**src/rtl/windowed_sampler.sv**
```systemverilog
// Multi-channel windowed sampler: a free-running frame counter opens a programmable
// window in which data_in is captured every stride counts; config latches at frame wrap.
module windowed_sampler #(
  parameter int unsigned DATA_W = 4,
  parameter int unsigned NCH    = 1,
  parameter int unsigned CNT_W  = 4
) (
  input  logic                  clk,
  input  logic                  rst_n,
  input  logic                  enable,
  input  logic [CNT_W-1:0]      start_cfg,
  input  logic [CNT_W-1:0]      end_cfg,
  input  logic [CNT_W-1:0]      stride_cfg,
  input  logic                  hold_mode,
  input  logic [NCH*DATA_W-1:0] data_in,
  output logic [NCH*DATA_W-1:0] data_out,
  output logic                  sample_valid,
  output logic                  window_active,
  output logic                  frame_done
);

  localparam int unsigned W = NCH * DATA_W;

  localparam logic [CNT_W-1:0] CNT_MAX    = '1;
  localparam logic [CNT_W-1:0] CNT_ONE    = CNT_W'(1);
  localparam logic [CNT_W-1:0] START_RST  = CNT_W'(4);
  localparam logic [CNT_W-1:0] END_RST    = CNT_W'(8);
  localparam logic [CNT_W-1:0] STRIDE_RST = CNT_W'(2);

  typedef enum logic [1:0] {
    ST_PRE,
    ST_WIN,
    ST_POST
  } state_e;

  state_e           state_q,         state_d;
  logic [CNT_W-1:0] cnt_q,           cnt_d;
  logic [CNT_W-1:0] start_q,         start_d;
  logic [CNT_W-1:0] end_q,           end_d;
  logic [CNT_W-1:0] stride_q,        stride_d;
  logic [CNT_W-1:0] phase_q,         phase_d;
  logic [W-1:0]     data_out_q,      data_out_d;
  logic             sample_valid_q,  sample_valid_d;
  logic             window_active_q, window_active_d;
  logic             frame_done_q,    frame_done_d;

  logic             wrap;
  logic             sample_due;

  always_comb begin
    wrap  = (cnt_q == CNT_MAX);
    cnt_d = cnt_q + CNT_ONE;

    start_d  = start_q;
    end_d    = end_q;
    stride_d = stride_q;
    if (wrap) begin
      start_d  = start_cfg;
      end_d    = end_cfg;
      stride_d = (stride_cfg == '0) ? CNT_ONE : stride_cfg;
    end

    // Wrap takes priority so a window reaching CNT_MAX still restarts cleanly.
    state_d = state_q;
    if (wrap) begin
      state_d = (start_d == '0) ? ST_WIN : ST_PRE;
    end else begin
      case (state_q)
        ST_PRE:  if (cnt_d == start_q) state_d = (start_q <= end_q) ? ST_WIN : ST_POST;
        ST_WIN:  if (cnt_q == end_q)   state_d = ST_POST;
        ST_POST: state_d = ST_POST;
        default: state_d = ST_PRE;
      endcase
    end

    // Phase restarts on every window entry, including WIN->WIN across a wrap.
    phase_d = '0;
    if (state_d == ST_WIN && (state_q != ST_WIN || wrap)) begin
      phase_d = '0;
    end else if (state_q == ST_WIN) begin
      phase_d = (phase_q == stride_q - CNT_ONE) ? '0 : phase_q + CNT_ONE;
    end

    sample_due     = (state_q == ST_WIN) && (phase_q == '0) && enable;
    sample_valid_d = sample_due;

    data_out_d = data_out_q;
    if (sample_due) begin
      data_out_d = data_in;
    end else if (enable && !hold_mode && state_q != ST_WIN) begin
      data_out_d = '0;
    end

    window_active_d = (state_d == ST_WIN);
    frame_done_d    = wrap;
  end

  always_ff @(posedge clk or negedge rst_n) begin
    if (!rst_n) begin
      state_q         <= ST_PRE;
      cnt_q           <= '0;
      start_q         <= START_RST;
      end_q           <= END_RST;
      stride_q        <= STRIDE_RST;
      phase_q         <= '0;
      data_out_q      <= '0;
      sample_valid_q  <= 1'b0;
      window_active_q <= 1'b0;
      frame_done_q    <= 1'b0;
    end else begin
      state_q         <= state_d;
      cnt_q           <= cnt_d;
      start_q         <= start_d;
      end_q           <= end_d;
      stride_q        <= stride_d;
      phase_q         <= phase_d;
      data_out_q      <= data_out_d;
      sample_valid_q  <= sample_valid_d;
      window_active_q <= window_active_d;
      frame_done_q    <= frame_done_d;
    end
  end

  assign data_out      = data_out_q;
  assign sample_valid  = sample_valid_q;
  assign window_active = window_active_q;
  assign frame_done    = frame_done_q;

endmodule

```
**config.mk**
```make
export PLATFORM = sky130hd
export DESIGN_NAME = windowed_sampler
export DESIGN_NICKNAME = d
export VERILOG_FILES = /design/src/rtl/windowed_sampler.sv
export SDC_FILE = /design/constraint.sdc
export NUM_CORES = 1
export LEC_CHECK = 0
export CORE_UTILIZATION = 50
export CTS_BUF_LIST = sky130_fd_sc_hd__clkbuf_8 sky130_fd_sc_hd__clkbuf_16
export CTS_CLUSTER_DIAMETER = 150
export DETAILED_ROUTE_END_ITERATION = 10
export GPL_TIMING_DRIVEN = 0
export PLACE_DENSITY = 0.77
export SYNTH_ARGS = -nofsm -noshare
export SYNTH_HDL_FRONTEND = slang
export SYNTH_SLANG_ARGS = --single-unit
```
**constraint.sdc**
```tcl
create_clock -name clk -period 4.1 [get_ports clk]
set_input_delay 0.82 -clock clk [delete_from_list [all_inputs] [get_ports clk]]
set_output_delay 0.82 -clock clk [all_outputs]
set_load 0.02 [all_outputs]
```
==> flow_metrics.py <==
metrics = {
    "run_status": {
        "status": "finished, final reports clean",
    },
    "synthesis": {
        "synth_top_area_share_pct": 44.94,
        "syn_inst": 144,
        "synth_warnings": 0,
        "syn-num-nets": 172,
        "yosysSeqAreaShare_pct": 50.39,
        "yosys-top-cells-count": "dfrtp_1, nand2_1, inv_1",
        "syn_area_per_cell_um2": 10.05,
        "synth.distinct_cells": 29,
        "synth_seq_cells": 29,
        "async_reset_ff_share_pct": 100.0,
        "synth_edf_count": 0,
        "ys.flop_type": "dfrtp_1",
        "synth.largest_area_cell": "dfrtp_1",
        "synthTopCellsByArea": "dfrtp_1, ha_1, nand2_1",
        "netlist_area_um2": 1448,
    },
    "detailed_routing": {
        "viasPerCell": 5.163,
        "drt_pre_antenna_iters": 4,
        "dr.first_iter.drc_count": 15,
        "antenna_left": 0,
        "post-route-drc-count": 0,
        "wl_mm": 2.557,
        "vias": 1079,
        "drt-wirelength-per-cell_um": 12.23,
    },
    "worst_setup_path": {
        "end_kind": "output port",
        "cp_cell_sequence": "clkdlybuf4s50_1",
        "path_class": "reg2out",
        "crit_required_ns": 3.28,
        "arrival_ns": 1.23,
        "crit_family": "buffers and inverters",
        "cp_slowest_cell": "clkdlybuf4s50_1",
        "r2r.worst_path.cells": 6,
        "path_buf_inv": 1,
        "cpPeakStageDelay_ns": 0.60,
        "cp_max_fo": 2,
        "setup.worst_path.start_class": "flop",
        "r2r_slack_ns": 2.38,
        "cp.depth": 1,
    },
    "grt": {
        "grt_pass1_vias": 1066,
        "grt_pass1_wl_mm": 4.526,
        "grt_usage_pct": 19.23,
        "overflow": 0,
        "grt_max_degree": 30,
        "antenna_found_initial": 0,
    },
    "place": {
        "hpwl_mm": 1.951,
        "port_buffers": 26,
        "gp_congestion": 0.7852,
        "pre_cts_ws_ns": 1.730,
        "dp_cells": 201,
    },
    "sta": {
        "setup_viol": 0,
        "fin_ws_ns": 2.054,
        "slew_violations": 0,
        "max_slew_margin_pct": 59.06,
        "tightest_slew_ns": 0.6142,
        "hold_viol_final": 0,
        "period_minus_slack_ns": 2.046,
        "rsz0062_at_grt": "no",
        "clock.fmax_mhz": 488.7,
        "skew_ns": 0.005463,
        "min_period_over_period_pct": 49.91,
        "setup_tns_ns": 0,
    },
    "run": {
        "cap_violations": 0,
    },
    "power": {
        "power_density_nw_per_um2": 353.5,
        "power.leakage_nw": 0.8785,
        "vdd_drop_max_v": 0.0002673,
        "power.total_mw": 0.6475,
    },
    "hold_path": {
        "hold_path_class": "reg2reg",
        "hold_path_depth": 2,
    },
    "die": {
        "dieArea_um2": 3114,
        "die_y_um": 55.81,
        "rows": 19,
        "die_width_um": 55.81,
        "core_um2": 2758,
        "ios": 27,
        "initial_core_util_pct": 52.50,
    },
    "final_layout": {
        "area_growth_pct": 26.53,
        "final_layout_size_suffix_gt1_share_pct": 10.11,
        "num_antenna_cells": 0,
        "fillCellCount": 219,
        "final_cells": 209,
        "final_nets": 205,
    },
    "clocking": {
        "clk_pin_slew_ns": 0.06,
        "post_cts_resize_count": 0,
        "clk_path_buf_depth": 2,
        "cts_num_sinks": 29,
        "cts_tree": "done",
        "post_cts_buffers": 0,
        "cts_root_buf": "clkbuf_8",
        "cts_buffers": 5,
        "ctsHtreeMaxLevel": 2,
        "cts_hold_buf": 0,
        "clk_latency_ns": 0.27,
    },
}
## per-stage QoR
stage / hold slack, ns / instance area (um2) / utilization, %
after detailed placement: 0.4815 / 1747 / 63.34
final: 0.4917 / 1832 / 66.42
after global routing: 0.5087 / 1832 / 66.42
after global placement: 0.4796 / 1747 / 63.34
after CTS: 0.4911 / 1837 / 66.61
after floorplan: 0.4557 / 1448 / -
## state kept, by name (all words and copies together), names as in the netlist, 2 cells and up
signal	flops
cnt_q	4
data_out	4
end_q	4
phase_q	4
start_q	4
stride_q	4
state_q	2
## power by group
group | internal, mW | switching, mW
logic | 0.0533 | 0.0475
registers | 0.305 | 0.0122
clock network | 0.131 | 0.0981
total | 0.490 | 0.158
## logic make-up after synthesis
family | Yosys count | synth area share, %
buffers and inverters | 18 | 4.840
DFF | 29 | 50.39
xor gates and xnor gates | 18 | 11.93
AOI/OAI and AO/OA | 19 | 8.385
and+or+nand+nor | 52 | 17.54
adders and majority gates | 8 | 6.915
## final timing paths
| kind | start | to |
|---|---|---|
| max in group asynchronous | rst_n | end_q[1] |
| hold / removal | start_q[2] | start_q[2] |
| setup / recovery | data_out[2] | data_out[2] |
| setup reg to reg | stride_q[1] | phase_q[2] |
| hold reg to reg | start_q[2] | start_q[2] |
| min in group asynchronous | rst_n | frame_done |
## cell usage in the layout, fill, tap and decap left out
master	instances
nand2_1	26
nor4_1	2
o221ai_1	2
buf_2	3
nand4_1	3
nor4_2	1
dfstp_2	3
nand3_1	7
o311ai_2	1
clkdlybuf4s50_1	25
xnor2_1	9
o22ai_1	1
inv_1	17
xor3_1	1
nor3_1	1
nor2b_1	2
nor2_1	6
inv_2	1
o31ai_1	1
nor2b_2	1
a21oi_1	2
nor3_2	1
o21ai_0	8
xor2_1	8
nand3_2	1
dfrtp_1	26
clkbuf_8	6
o21ai_1	3
ha_1	8
or3b_1	1
o31a_1	1
## metal layers
layer	part of all wire (%)	global-route usage, %
met1	46	24.34
met2	47	29.60
met3	4.5	4.884
met4	2.5	11.79
met5	0	0
## cell type report
| type | count | area, um2 | share of cell area (%) |
|---|---|---|---|
| flip-flops and latches | 29 | 729.5 | 39.82 |
| multi-input cells | 97 | 648.1 | 35.38 |
| repair buffers | 26 | 255.2 | 13.93 |
| clock buffers | 6 | 82.58 | 4.508 |
| inverters | 16 | 60.06 | 3.279 |
| well taps | 31 | 38.79 | 2.117 |
| plain buffers | 2 | 10.01 | 0.5464 |
| clock inverters | 2 | 7.507 | 0.4098 |
Note: power is estimated with default switching activity, not from simulation.
